### config.mk
export PLATFORM = sky130hd
export DESIGN_NAME = mult_share_arbiter_flat
export DESIGN_NICKNAME = d
export VERILOG_FILES = /design/src/rtl/mult_share_arbiter_if.sv /design/src/rtl/mult_share_arbiter.sv /design/src/flat_wrapper.sv
export SDC_FILE = /design/constraint.sdc
export NUM_CORES = 1
export LEC_CHECK = 0
export CAP_MARGIN = 5
export CORE_MARGIN = 5
export CORE_UTILIZATION = 40
export CTS_CLUSTER_DIAMETER = 40
export DETAILED_ROUTE_END_ITERATION = 6
export PLACE_DENSITY = 0.66
export SYNTH_ARGS = -nofsm -noshare
export SYNTH_HDL_FRONTEND = slang
export SYNTH_SLANG_ARGS = --single-unit
### constraint.sdc
create_clock -name clk -period 1.79 [get_ports clk]
set_input_delay 0.179 -clock clk [delete_from_list [all_inputs] [get_ports clk]]
set_output_delay 0.179 -clock clk [all_outputs]
set_load 0.05 [all_outputs]
### src/rtl/mult_share_arbiter_if.sv
// Requester/consumer bundle for the shared multiplier: operand handshake in,
// tagged product out, plus a busy status.
interface mult_share_arbiter_if #(
  parameter int op_width = 4,
  parameter int num_req  = 2
);
  logic [num_req-1:0]          req_valid;
  logic [num_req-1:0]          req_ready;
  logic [num_req*op_width-1:0] req_a;
  logic [num_req*op_width-1:0] req_b;
  logic                        resp_valid;
  logic                        resp_ready;
  logic [2*op_width-1:0]       resp_product;
  logic [1:0]                  resp_id;
  logic                        busy;

  modport slave (
    input  req_valid, req_a, req_b, resp_ready,
    output req_ready, resp_valid, resp_product, resp_id, busy
  );
  modport master (
    output req_valid, req_a, req_b, resp_ready,
    input  req_ready, resp_valid, resp_product, resp_id, busy
  );
endinterface

### src/rtl/mult_share_arbiter.sv
// Round-robin arbiter sharing one iterative shift-add multiplier between
// num_req requesters; the product is held, tagged by requester, until accepted.
module mult_share_arbiter #(
  parameter int op_width = 4,
  parameter int num_req  = 2
) (
  input  logic               clk,
  input  logic               reset,
  mult_share_arbiter_if.slave bus
);
  localparam int pw = 2 * op_width;
  localparam int cw = (op_width > 1) ? $clog2(op_width) : 1;
  localparam logic [cw-1:0] cnt_last   = cw'(op_width - 1);
  localparam logic [1:0]    grant_init = 2'(num_req - 1);

  typedef enum logic [1:0] {IDLE, BUSY, DONE} state_t;

  state_t                state, state_nxt;
  logic [1:0]            last_grant, grant_id, id_reg;
  logic                  grant_any, take;
  logic [op_width-1:0]   a_sel, b_sel, b_reg;
  logic [pw-1:0]         a_shift, acc, acc_sum;
  logic [cw-1:0]         cnt;

  // Scan last_grant+1, last_grant+2, ... modulo num_req; first valid wins.
  always_comb begin
    grant_any = 1'b0;
    grant_id  = '0;
    for (int k = 1; k <= num_req; k++) begin
      for (int i = 0; i < num_req; i++) begin
        if (!grant_any && bus.req_valid[i] &&
            ((int'(last_grant) + k) % num_req) == i) begin
          grant_any = 1'b1;
          grant_id  = 2'(i);
        end
      end
    end
  end

  always_comb begin
    bus.req_ready = '0;
    a_sel         = '0;
    b_sel         = '0;
    for (int i = 0; i < num_req; i++) begin
      bus.req_ready[i] = reset && (state == IDLE) && grant_any && (grant_id == 2'(i));
      if (grant_id == 2'(i)) begin
        a_sel = bus.req_a[i*op_width +: op_width];
        b_sel = bus.req_b[i*op_width +: op_width];
      end
    end
  end

  assign take    = |(bus.req_valid & bus.req_ready);
  assign acc_sum = acc + (b_reg[0] ? a_shift : '0);

  always_comb begin
    state_nxt = state;
    case (state)
      IDLE:    if (take) state_nxt = BUSY;
      BUSY:    if (cnt == cnt_last) state_nxt = DONE;
      DONE:    if (bus.resp_ready) state_nxt = IDLE;
      default: state_nxt = IDLE;
    endcase
  end

  always_ff @(posedge clk or negedge reset) begin
    if (!reset) state <= IDLE;
    else        state <= state_nxt;
  end

  always_ff @(posedge clk or negedge reset) begin
    if (!reset) begin
      last_grant       <= grant_init;
      id_reg           <= '0;
      a_shift          <= '0;
      b_reg            <= '0;
      acc              <= '0;
      cnt              <= '0;
      bus.resp_product <= '0;
      bus.resp_id      <= '0;
      bus.resp_valid   <= 1'b0;
      bus.busy         <= 1'b0;
    end else begin
      bus.busy       <= (state_nxt != IDLE);
      bus.resp_valid <= (state_nxt == DONE);
      case (state)
        IDLE: if (take) begin
          a_shift    <= {{op_width{1'b0}}, a_sel};
          b_reg      <= b_sel;
          id_reg     <= grant_id;
          last_grant <= grant_id;
          acc        <= '0;
          cnt        <= '0;
        end
        BUSY: begin
          acc     <= acc_sum;
          a_shift <= a_shift << 1;
          b_reg   <= b_reg >> 1;
          cnt     <= cnt + 1'b1;
          // Final partial product lands in the same cycle as the DONE transition.
          if (cnt == cnt_last) begin
            bus.resp_product <= acc_sum;
            bus.resp_id      <= id_reg;
          end
        end
        default: ;
      endcase
    end
  end
endmodule

### src/flat_wrapper.sv
// flat-port wrapper written by rule: the top's interface ports become plain ports
module mult_share_arbiter_flat 
#(
  parameter int op_width = 4,
  parameter int num_req  = 2
)
  (clk, reset, bus_req_valid, bus_req_a, bus_req_b, bus_resp_ready, bus_req_ready, bus_resp_valid, bus_resp_product, bus_resp_id, bus_busy);
  mult_share_arbiter_if #(.op_width(op_width), .num_req(num_req)) bus_i ();
  input  logic clk;
  input  logic reset;
  input wire logic [$bits(bus_i.req_valid)-1:0] bus_req_valid;
  input wire logic [$bits(bus_i.req_a)-1:0] bus_req_a;
  input wire logic [$bits(bus_i.req_b)-1:0] bus_req_b;
  input wire logic [$bits(bus_i.resp_ready)-1:0] bus_resp_ready;
  output wire logic [$bits(bus_i.req_ready)-1:0] bus_req_ready;
  output wire logic [$bits(bus_i.resp_valid)-1:0] bus_resp_valid;
  output wire logic [$bits(bus_i.resp_product)-1:0] bus_resp_product;
  output wire logic [$bits(bus_i.resp_id)-1:0] bus_resp_id;
  output wire logic [$bits(bus_i.busy)-1:0] bus_busy;
  assign bus_i.req_valid = bus_req_valid;
  assign bus_i.req_a = bus_req_a;
  assign bus_i.req_b = bus_req_b;
  assign bus_i.resp_ready = bus_resp_ready;
  assign bus_req_ready = bus_i.req_ready;
  assign bus_resp_valid = bus_i.resp_valid;
  assign bus_resp_product = bus_i.resp_product;
  assign bus_resp_id = bus_i.resp_id;
  assign bus_busy = bus_i.busy;
  mult_share_arbiter #(.op_width(op_width), .num_req(num_req)) u_core (.clk(clk), .reset(reset), .bus(bus_i));
endmodule
==> results.py, run 1 <==
metrics = {
    "floorplan": {
        "die_area_um2": 6097,
        "start_util": 0.4201,
        "io_pins": 35,
        "die_y_um": 78.09,
        "core_area_um2": 4414,
        "row_count": 24,
        "die_x_um": 78.09,
    },
    "cts": {
        "clock_tree.root_cell": "clkbuf_8",
        "clkLatencyLatePin_ns": 0.29,
        "htree_num_levels": 2,
        "path_clk_slew_ns": 0.08,
        "clockBufferDepth": 2,
        "cts_sinks": 37,
        "numCtsBuffers": 5,
        "cts_tree": "yes",
    },
    "placement": {
        "dp_cells": 282,
        "place.gp.congestion": 0.7974,
        "dp_hpwl_um": 2955,
        "io_buffers": 33,
        "place_ws_ns": -0.1587,
    },
    "run": {
        "maxCapViolations": 0,
    },
    "route": {
        "via_per_inst": 5.031,
        "ant_nets": 0,
        "wl_per_cell_um": 13.97,
        "vias": 1484,
        "drc": 0,
        "initialDrtViolationCount": 88,
        "drt_first_pass_iters": 5,
        "wl_um": 4120,
    },
    "setup_path": {
        "cp_top_family": "compound AO/OA/AOI/OAI gates",
        "crit_type": "reg2reg",
        "cp_slowest_cell": "dfrtp_1",
        "r2r-start": "u_core.b_reg[0]",
        "worstPathCellList": "buf_6, and2_4, ha_4, inv_2, fa_2, nor2b_4, o21ai_2, a21oi_2, o31a_1, o31ai_1",
        "endpoint_kind": "register",
        "cpPeakStageDelay_ns": 0.40,
        "arrival_ns": 2.15,
        "worstSetupStartpoint": "u_core.b_reg[0]",
        "r2r_cells": 10,
        "worst-path-buf-inv": 2,
        "crit_path_start_kind": "register",
        "cp.required_ns": 1.98,
        "cp.depth": 10,
        "path_max_fanout": 4,
    },
    "hold_path": {
        "hp-class": "in2async",
    },
    "global_route": {
        "grt_overflow": 0,
        "grt_pass1_vias": 1478,
        "track_usage": 0.1409,
        "grt_start_max_net_pins": 35,
        "antenna_found_initial": 0,
        "grt_pass1_wl_um": 6927,
    },
    "power_and_ir_drop": {
        "peakVddDrop_uv": 824.7,
        "power_leakage_nw": 1.267,
        "power_density_nw_per_um2": 1588,
    },
    "cells_and_area": {
        "reg.largest.list": "u_core.a_shift (8), u_core.acc (8), u_core.bus.resp_product (8)",
        "layout.cells.non_filler": 295,
        "nNetsFinal": 272,
        "drive_gt1_frac": 0.2716,
        "n_antenna_cell": 0,
        "syn_to_final_growth_pct": 44.26,
    },
    "logic_synthesis": {
        "synth.avg_cell_area_um2": 10.30,
        "synth-edff-count": 0,
        "synthFlopType": "dfrtp_1",
        "synth_fp_nets": 210,
        "synth-async-reset-ratio": 1.000,
        "syn_inst": 180,
        "ys_ff_latch": 37,
        "ys_seq_area_frac": 0.5000,
        "yosysUniqueCellTypes": 40,
        "syn_area_um2": 1854,
        "ys_warn_count": 0,
    },
    "timing": {
        "fin_crit_ns": 1.952,
        "setup_ws_ns": -0.1624,
        "period_share": 1.091,
        "rsz0062_at_grt": "true",
        "fmax_mhz": 512.2,
        "slew_headroom": 0.6624,
        "hold_violations": 0,
        "tightest_slew_ns": 0.5048,
        "clock_skew_ns": 0.007869,
        "finalMaxSlewViolations": 0,
        "setup_viol": 8,
    },
    "run_status": {
        "status": "finished with violations",
        "failed_checks": "negative setup slack",
    },
}
-- report_power, final --
part	leakage [nW]	internal [mW]	switching, mW	total, mW
logic	0.727	0.984	1.19	2.17
registers	0.486	1.19	0.247	1.44
clock network	0.0542	0.348	0.293	0.641
total	1.27	2.52	1.73	4.25
-- Yosys cell counts, types with 3 or more instances --
cell type	instances	share of area
nand2_1	37	0.075
dfrtp_1	36	0.49
and2_1	6	0.020
o21ai_0	8	0.022
o21ai_1	8	0.022
a21oi_1	4	0.011
a222oi_1	8	0.043
xor2_1	3	0.014
nor2_1	7	0.014
mux2_2	3	0.018
inv_1	9	0.018
a22o_1	6	0.028
ha_1	8	0.054
buf_2	5	0.013
-- timing repair --
| action | CTS | global route |
|---|---|---|
| endpoints found under the setup margin | 11 | 11 |
| resized for setup | 16 | 4 |
| hold buffers | 2 | 0 |
| buffers inserted | 3 | 0 |
| endpoints found under the hold margin | 3 | 0 |
| pin swaps | 13 | 6 |
-- through the flow --
stage	util	area, um^2	power, mW	hold slack [ns]	setup TNS, ns
3_3_place_gp	0.5530	2441	3.451	0.01063	-0.4633
5_1_grt	0.6060	2675	4.539	0.2915	-1.696
2_1_floorplan	-	1867	2.679	-0.1166	-0.1831
3_5_place_dp	0.5530	2441	3.481	0.009690	-0.9084
4_1_cts	0.6003	2650	4.234	0.2915	-0.6922
6_report	0.6060	2675	4.247	0.2799	-0.6887
-- cell type report --
type                    count  area, um^2
fillers                   373        1739
multi-input cells         126       945.9
flip-flops and latches     37       927.1
repair buffers             63       601.8
clock buffers               7       96.34
well taps                  52       65.06
inverters                   9       33.78
clock inverters             1       5.005
-- kinds of logic (layout without fill, tap and decap cells) --
group | count (synthesis) | in the layout | share of synthesized area
multiplexers | 4 | 4 | 0.02362
AND/OR/NAND/NOR | 62 | 62 | 0.1559
AO/OA/AOI/OAI | 44 | 44 | 0.1734
adder cells (fa/ha/maj) | 9 | 9 | 0.06478
XOR/XNOR | 6 | 6 | 0.03577
other | 1 | 1 | 0.002022
flip-flops | 37 | 37 | 0.5000
buffers and inverters | 17 | 80 | 0.04453
-- placed cells by master, fill, tap and decap left out, drive strengths merged, types with 2 or more instances in the layout --
cell type,count
buf,31
nor3,2
dfrtp,36
clkdlybuf4s50,30
a21oi,4
nor2,8
o21ai,16
a222oi,8
xor2,3
ha,8
and2,7
clkbuf,7
o211ai,2
a22o,6
nand2,39
o31ai,2
a21o,2
inv,9
mux2,3
xnor2,2
dlygate4sd3,2
and3,2
-- worst register-to-register path: stages, from the launching register on --
cell	delay, ns
dfrtp_1	0.40
buf_6	0.13
and2_4	0.14
ha_4	0.17
inv_2	0.06
fa_2	0.23
nor2b_4	0.05
o21ai_2	0.15
a21oi_2	0.09
o31a_1	0.26
o31ai_1	0.20
-- routing by layer --
layer,global-route usage,vias up,part of all wire
li1,-,749,-
met1,0.1955,690,0.48
met2,0.2119,38,0.44
met3,0.04462,7,0.064
met4,0.04054,0,0.012
met5,0,-,0
-- path summary, 6_finish.rpt --
kind	slack, ns	to
min	0.28	u_core.id_reg[0]
max	-0.16	u_core.acc[6]
max reg2reg	-0.16	u_core.acc[6]
min reg2reg	0.48	u_core.bus.resp_product[4]
min in group clk	0.48	u_core.bus.resp_product[4]
max in group asynchronous	0.96	u_core.bus.resp_valid
No activity file was read; power rests on OpenSTA's default activity.
==> run 2, diff against run 1 <==
--- a/config.mk
+++ b/config.mk
@@ -10,6 +10,7 @@
 export CORE_UTILIZATION = 40
 export CTS_CLUSTER_DIAMETER = 40
 export DETAILED_ROUTE_END_ITERATION = 6
+export GPL_TIMING_DRIVEN = 0
 export PLACE_DENSITY = 0.66
 export SYNTH_ARGS = -nofsm -noshare
 export SYNTH_HDL_FRONTEND = slang
==> run 2 against run 1 <==
Net effect:
- critical path depth fell by 1
- combinational power fell by 10%
- final area fell by 4.3%
- critical endpoint unchanged
- largest cell class unchanged
- flip-flop and latch count did not move
- clock skew fell by 0.0014 ns
- via count rose by 1.2%
- critical path type unchanged
- sequential power barely moved
- the flow still finishes with violations (negative setup slack)
==> results.py, run 2 (same netlist as run 1, synthesis figures left out) <==
metrics = {
    "setup_path": {
        "r2r-end": "u_core.acc[6]",
        "worstPathCellList": "and2_4, ha_4, inv_2, fa_2, nor2b_4, o21ai_2, a21oi_2, o31a_1, o31ai_2",
        "r2r-start": "u_core.b_reg[0]",
        "cp.depth": 9,
        "cp_slowest_cell": "dfrtp_2",
        "regToRegSetupSlack_ns": -0.12,
        "cpPeakStageDelay_ns": 0.45,
        "endpoint_kind": "register",
        "cp.required_ns": 1.99,
        "crit_type": "reg2reg",
        "path_max_fanout": 8,
        "r2r_cells": 9,
        "crit_path_start_kind": "register",
        "worst-path-buf-inv": 1,
        "arrival_ns": 2.11,
        "cp_top_family": "compound AO/OA/AOI/OAI gates",
    },
    "power_and_ir_drop": {
        "p_clk_frac": 0.143,
        "swShare": 0.4280,
        "peakVddDrop_uv": 840.4,
        "intPower_mw": 2.269,
        "power_density_nw_per_um2": 1549,
        "finalPower_mw": 3.967,
        "power.share.sequential": 0.366,
        "power_leakage_nw": 1.179,
        "power_switching_mw": 1.698,
        "comb_power_share": 0.491,
    },
    "route": {
        "ant_nets": 0,
        "initialDrtViolationCount": 63,
        "drt_first_pass_iters": 5,
        "vias": 1502,
        "via_per_inst": 5.307,
        "wl_um": 4149,
        "drc": 0,
        "wl_per_cell_um": 14.66,
    },
    "cts": {
        "numCtsBuffers": 5,
        "clockBufferDepth": 2,
        "path_clk_slew_ns": 0.08,
        "clock_tree.root_cell": "clkbuf_8",
        "htree_num_levels": 2,
        "cts_tree": "yes",
        "cts_sinks": 37,
        "clkLatencyLatePin_ns": 0.29,
    },
    "timing": {
        "tightest_slew_ns": 0.5000,
        "tns_ns": -0.4756,
        "hold_violations": 0,
        "finalMaxSlewViolations": 0,
        "fmax_mhz": 523.1,
        "slew_headroom": 0.6656,
        "fin_hold_ws_ns": 0.4799,
        "clock_skew_ns": 0.006483,
        "setup_ws_ns": -0.1215,
        "fin_crit_ns": 1.912,
        "rsz0062_at_grt": "true",
        "setup_viol": 6,
        "period_share": 1.068,
    },
    "cells_and_area": {
        "drive_gt1_frac": 0.2597,
        "final_cell_mix": "35 x nand2_1, 35 x dfrtp_1, 29 x clkdlybuf4s50_1",
        "fillCellCount": 391,
        "multi_input_area_um2": 973.4,
        "syn_to_final_growth_pct": 38.12,
        "reg.largest.list": "u_core.a_shift (8), u_core.acc (8), u_core.bus.resp_product (8)",
        "register_area_um2": 928.4,
        "final_cell_area_um2": 2561,
        "layout.cells.non_filler": 283,
        "n_antenna_cell": 0,
        "utilization": 0.5802,
        "nNetsFinal": 260,
    },
    "global_route": {
        "grt_overflow": 0,
        "grt_pass1_vias": 1514,
        "antenna_found_initial": 0,
        "track_usage": 0.1456,
        "grt_start_max_net_pins": 37,
        "grt_pass1_wl_um": 7086,
    },
    "floorplan": {
        "row_count": 24,
        "io_pins": 35,
        "die_area_um2": 6097,
        "start_util": 0.4201,
        "die_x_um": 78.09,
        "die_y_um": 78.09,
        "core_area_um2": 4414,
    },
    "hold_path": {
        "hp-class": "reg2reg",
        "hold-path-endpoint": "u_core.b_reg[1]",
        "hold_path.startpoint": "u_core.b_reg[1]",
        "min_path_cells": 2,
    },
    "run_status": {
        "failed_checks": "negative setup slack",
        "status": "finished with violations",
    },
    "placement": {
        "dp_cells": 265,
        "dp_hpwl_um": 2815,
        "place_area_um2": 2257,
        "io_buffers": 33,
        "place_ws_ns": -0.9521,
        "place.gp.congestion": 0.7652,
    },
    "run": {
        "maxCapViolations": 0,
    },
}
## run 2: cell count changes in the layout (fill, tap and decap cells not counted), sizes merged
cell and change:
clkinv +1, clkdlybuf4s50 -1, buf -12, dlygate4sd3 -1, dlymetal6s2s +1
## run 2: layer usage
layer	wire, um	up-vias	global-route usage
met3	230	5	0.03432
met2	1990	41	0.2368
met1	1866	722	0.1858
li1	-	734	-
met5	0	-	0
met4	62	0	0.06081
## run 2: area by class of cell
type	instances	share of cell area
multi-input combinational	126	0.3801
timing repair buffer	43	0.1666
clock inverter	2	0.003908
tap	52	0.02540
clock buffer	6	0.02833
inverter	9	0.01319
sequential	37	0.3625
buffer	8	0.02003
## run 2: tightest hold or removal path, cell delays in order, from the launching register on
cell and delay, ns:
dfrtp_1 0.35, nand2_1 0.05, nand2_1 0.05
## run 2: worst max-delay path by stage
| stage | slack (ns) | end | from |
|---|---|---|---|
| after floorplan | -0.06 | u_core.bus.resp_product[7] | u_core.b_reg[0] |
| after global placement | -2.06 | bus_req_ready[0] | reset |
| after detailed placement | -0.95 | bus_req_ready[0] | reset |
| after CTS | -0.13 | u_core.acc[6] | u_core.b_reg[0] |
| after global routing | -0.21 | u_core.acc[6] | u_core.b_reg[0] |
| final | -0.12 | u_core.acc[6] | u_core.b_reg[0] |
## run 2: power groups by stage
stage | logic, mW | clock network (mW) | registers, mW
global route | 2.15 | 0.612 | 1.51
CTS | 1.92 | 0.588 | 1.45
floorplan | 0.917 | 0 | 1.76
global placement | 1.78 | 0 | 1.43
detailed placement | 1.80 | 0 | 1.44
finish | 1.95 | 0.568 | 1.45
## run 2: timing repair
action	in CTS	in global routing
buffers inserted	5	3
hold buffers	2	0
gates resized for setup	29	9
pin swaps	10	8
hold endpoints to repair	36	0
endpoints found under the setup margin	10	10
==> run 3, diff against run 2 <==
--- a/config.mk
+++ b/config.mk
@@ -7,11 +7,10 @@
 export LEC_CHECK = 0
 export CAP_MARGIN = 5
 export CORE_MARGIN = 5
-export CORE_UTILIZATION = 40
+export CORE_UTILIZATION = 38
 export CTS_CLUSTER_DIAMETER = 40
 export DETAILED_ROUTE_END_ITERATION = 6
 export GPL_TIMING_DRIVEN = 0
-export PLACE_DENSITY = 0.66
 export SYNTH_ARGS = -nofsm -noshare
 export SYNTH_HDL_FRONTEND = slang
 export SYNTH_SLANG_ARGS = --single-unit
==> run 3 against run 2 <==
Net effect:
- the run still ends with negative setup slack left
- worst hold slack worse by 0.11 ns
- register-to-register slack worse by 0.03 ns
- critical endpoint is now u_core.bus.resp_product[6]
- non-clock buffer count unchanged
- first-iteration DRC count up 30%
- final area up 2.5%
==> results.py, run 3 (same netlist as run 1, synthesis figures left out) <==
metrics = {
    "power_and_ir_drop": {
        "power_leakage_nw": 1.197,
        "power_switching_mw": 1.711,
        "p_clk_frac": 0.146,
        "swShare": 0.4206,
        "intPower_mw": 2.357,
        "comb_power_share": 0.493,
        "peakVddDrop_uv": 896.6,
        "finalPower_mw": 4.069,
        "power.share.sequential": 0.361,
        "power_density_nw_per_um2": 1549,
    },
    "cells_and_area": {
        "final_cell_mix": "36 x nand2_1, 35 x dfrtp_1, 28 x clkdlybuf4s50_1",
        "nNetsFinal": 260,
        "final_cell_area_um2": 2626,
        "layout.cells.non_filler": 298,
        "drive_gt1_frac": 0.2597,
        "layout_commonest_cell": "nand2_1",
        "fillCellCount": 413,
        "n_antenna_cell": 0,
        "reg.largest.list": "u_core.a_shift (8), u_core.acc (8), u_core.bus.resp_product (8)",
        "syn_to_final_growth_pct": 41.63,
        "utilization": 0.5560,
    },
    "floorplan": {
        "io_pins": 35,
        "core_area_um2": 4723,
        "start_util": 0.3926,
        "die_y_um": 79.86,
        "row_count": 25,
        "die_area_um2": 6377,
        "die_x_um": 79.86,
    },
    "setup_path": {
        "r2r-start": "u_core.b_reg[0]",
        "regToRegSetupSlack_ns": -0.15,
        "r2r_cells": 9,
        "cp_slowest_cell": "dfrtp_2",
        "cp-endpoint": "u_core.bus.resp_product[6]",
        "worstSetupStartpoint": "u_core.b_reg[0]",
        "crit_path_start_kind": "register",
        "worstPathCellList": "and2_4, ha_4, inv_2, fa_2, nor2b_4, o21ai_2, a21oi_2, o31a_1, o31ai_1",
        "endpoint_kind": "register",
        "path_max_fanout": 8,
        "cpPeakStageDelay_ns": 0.46,
        "arrival_ns": 2.13,
        "crit_type": "reg2reg",
        "r2r-end": "u_core.bus.resp_product[6]",
        "cp.required_ns": 1.98,
    },
    "hold_path": {
        "hp-class": "in2reg",
    },
    "global_route": {
        "grt_pass1_vias": 1467,
        "antenna_found_initial": 0,
        "grt_overflow": 0,
        "track_usage": 0.1485,
        "grt_start_max_net_pins": 37,
        "grt_pass1_wl_um": 7169,
    },
    "route": {
        "ant_nets": 0,
        "via_per_inst": 4.903,
        "vias": 1461,
        "drt_first_pass_iters": 4,
        "initialDrtViolationCount": 82,
        "drc": 0,
        "wl_um": 4258,
        "wl_per_cell_um": 14.29,
    },
    "run_status": {
        "status": "finished with violations",
        "failed_checks": "negative setup slack",
    },
    "timing": {
        "finalMaxSlewViolations": 0,
        "clock_skew_ns": 0.005768,
        "fmax_mhz": 515.9,
        "setup_ws_ns": -0.1482,
        "tightest_slew_ns": 0.4990,
        "slew_headroom": 0.6663,
        "fin_crit_ns": 1.938,
        "setup_viol": 4,
        "hold_violations": 0,
        "period_share": 1.083,
        "rsz0062_at_grt": "true",
        "fin_hold_ws_ns": 0.3712,
        "tns_ns": -0.4014,
    },
    "cts": {
        "htree_num_levels": 2,
        "cts_tree": "yes",
        "cts_sinks": 37,
        "clockBufferDepth": 2,
        "path_clk_slew_ns": 0.07,
        "clkLatencyLatePin_ns": 0.29,
        "numCtsBuffers": 5,
        "clock_tree.root_cell": "clkbuf_8",
    },
    "placement": {
        "dp_hpwl_um": 2904,
        "io_buffers": 33,
        "place_area_um2": 2276,
        "place.gp.congestion": 0.7464,
        "place_ws_ns": -0.9532,
        "dp_cells": 280,
    },
    "run": {
        "maxCapViolations": 0,
    },
}
[run 3: worst min path at each step]
stage / startpoint / to / slack (ns) / cells past startpoint
5_1_grt: reset / u_core.last_grant[0] / 0.40 / 5
3_5_place_dp: reset / u_core.bus.resp_valid / 0.34 / 1
4_1_cts: reset / u_core.last_grant[0] / 0.31 / 5
3_3_place_gp: u_core.b_reg[1] / u_core.b_reg[1] / 0.47 / 2
6_report: reset / u_core.last_grant[0] / 0.37 / 5
2_1_floorplan: reset / u_core.a_shift[0] / -0.12 / 0
[run 3: layer usage]
metal  part of all wire  GRT usage  routed length (um)  vias up
li1                   -          -                   -      728
met1               0.48     0.2021                2052      683
met2               0.43     0.2204                1851       45
met3              0.071    0.04289                 304        5
met4              0.012    0.06081                  51        0
met5                  0          0                   0        -
[run 3: worst max-delay path: cells and delay by family, from the launching register on]
kind	cells	cell delay [ns]
AO/OA/AOI/OAI	4	0.73
flip-flops	1	0.46
buffers and inverters	1	0.05
adder cells (fa/ha/maj)	2	0.38
AND/OR/NAND/NOR	2	0.21
[run 3: power by group through the flow]
| stage | registers [mW] | clock network, mW | logic (mW) |
|---|---|---|---|
| 2_1_floorplan | 1.76 | 0 | 0.917 |
| 3_3_place_gp | 1.44 | 0 | 1.78 |
| 3_5_place_dp | 1.44 | 0 | 1.81 |
| 4_1_cts | 1.46 | 0.624 | 1.96 |
| 5_1_grt | 1.52 | 0.655 | 2.18 |
| 6_report | 1.47 | 0.595 | 2.00 |
[run 3: timing repair]
item | CTS | global route
pin swaps | 14 | 3
hold buffers | 2 | 0
resized for setup | 34 | 11
setup endpoints to repair | 10 | 11
endpoints found under the hold margin | 36 | 0
setup buffers | 6 | 2
[run 3: cell type report]
cell class / count / area [um^2] / share of cell area
buffer: 8 / 55.05 / 0.02096
clock buffer: 8 / 90.09 / 0.03430
inverter: 9 / 33.78 / 0.01286
multi-input combinational: 126 / 994.7 / 0.3788
sequential: 37 / 928.4 / 0.3535
tap: 67 / 83.83 / 0.03192
timing repair buffer: 43 / 440.4 / 0.1677
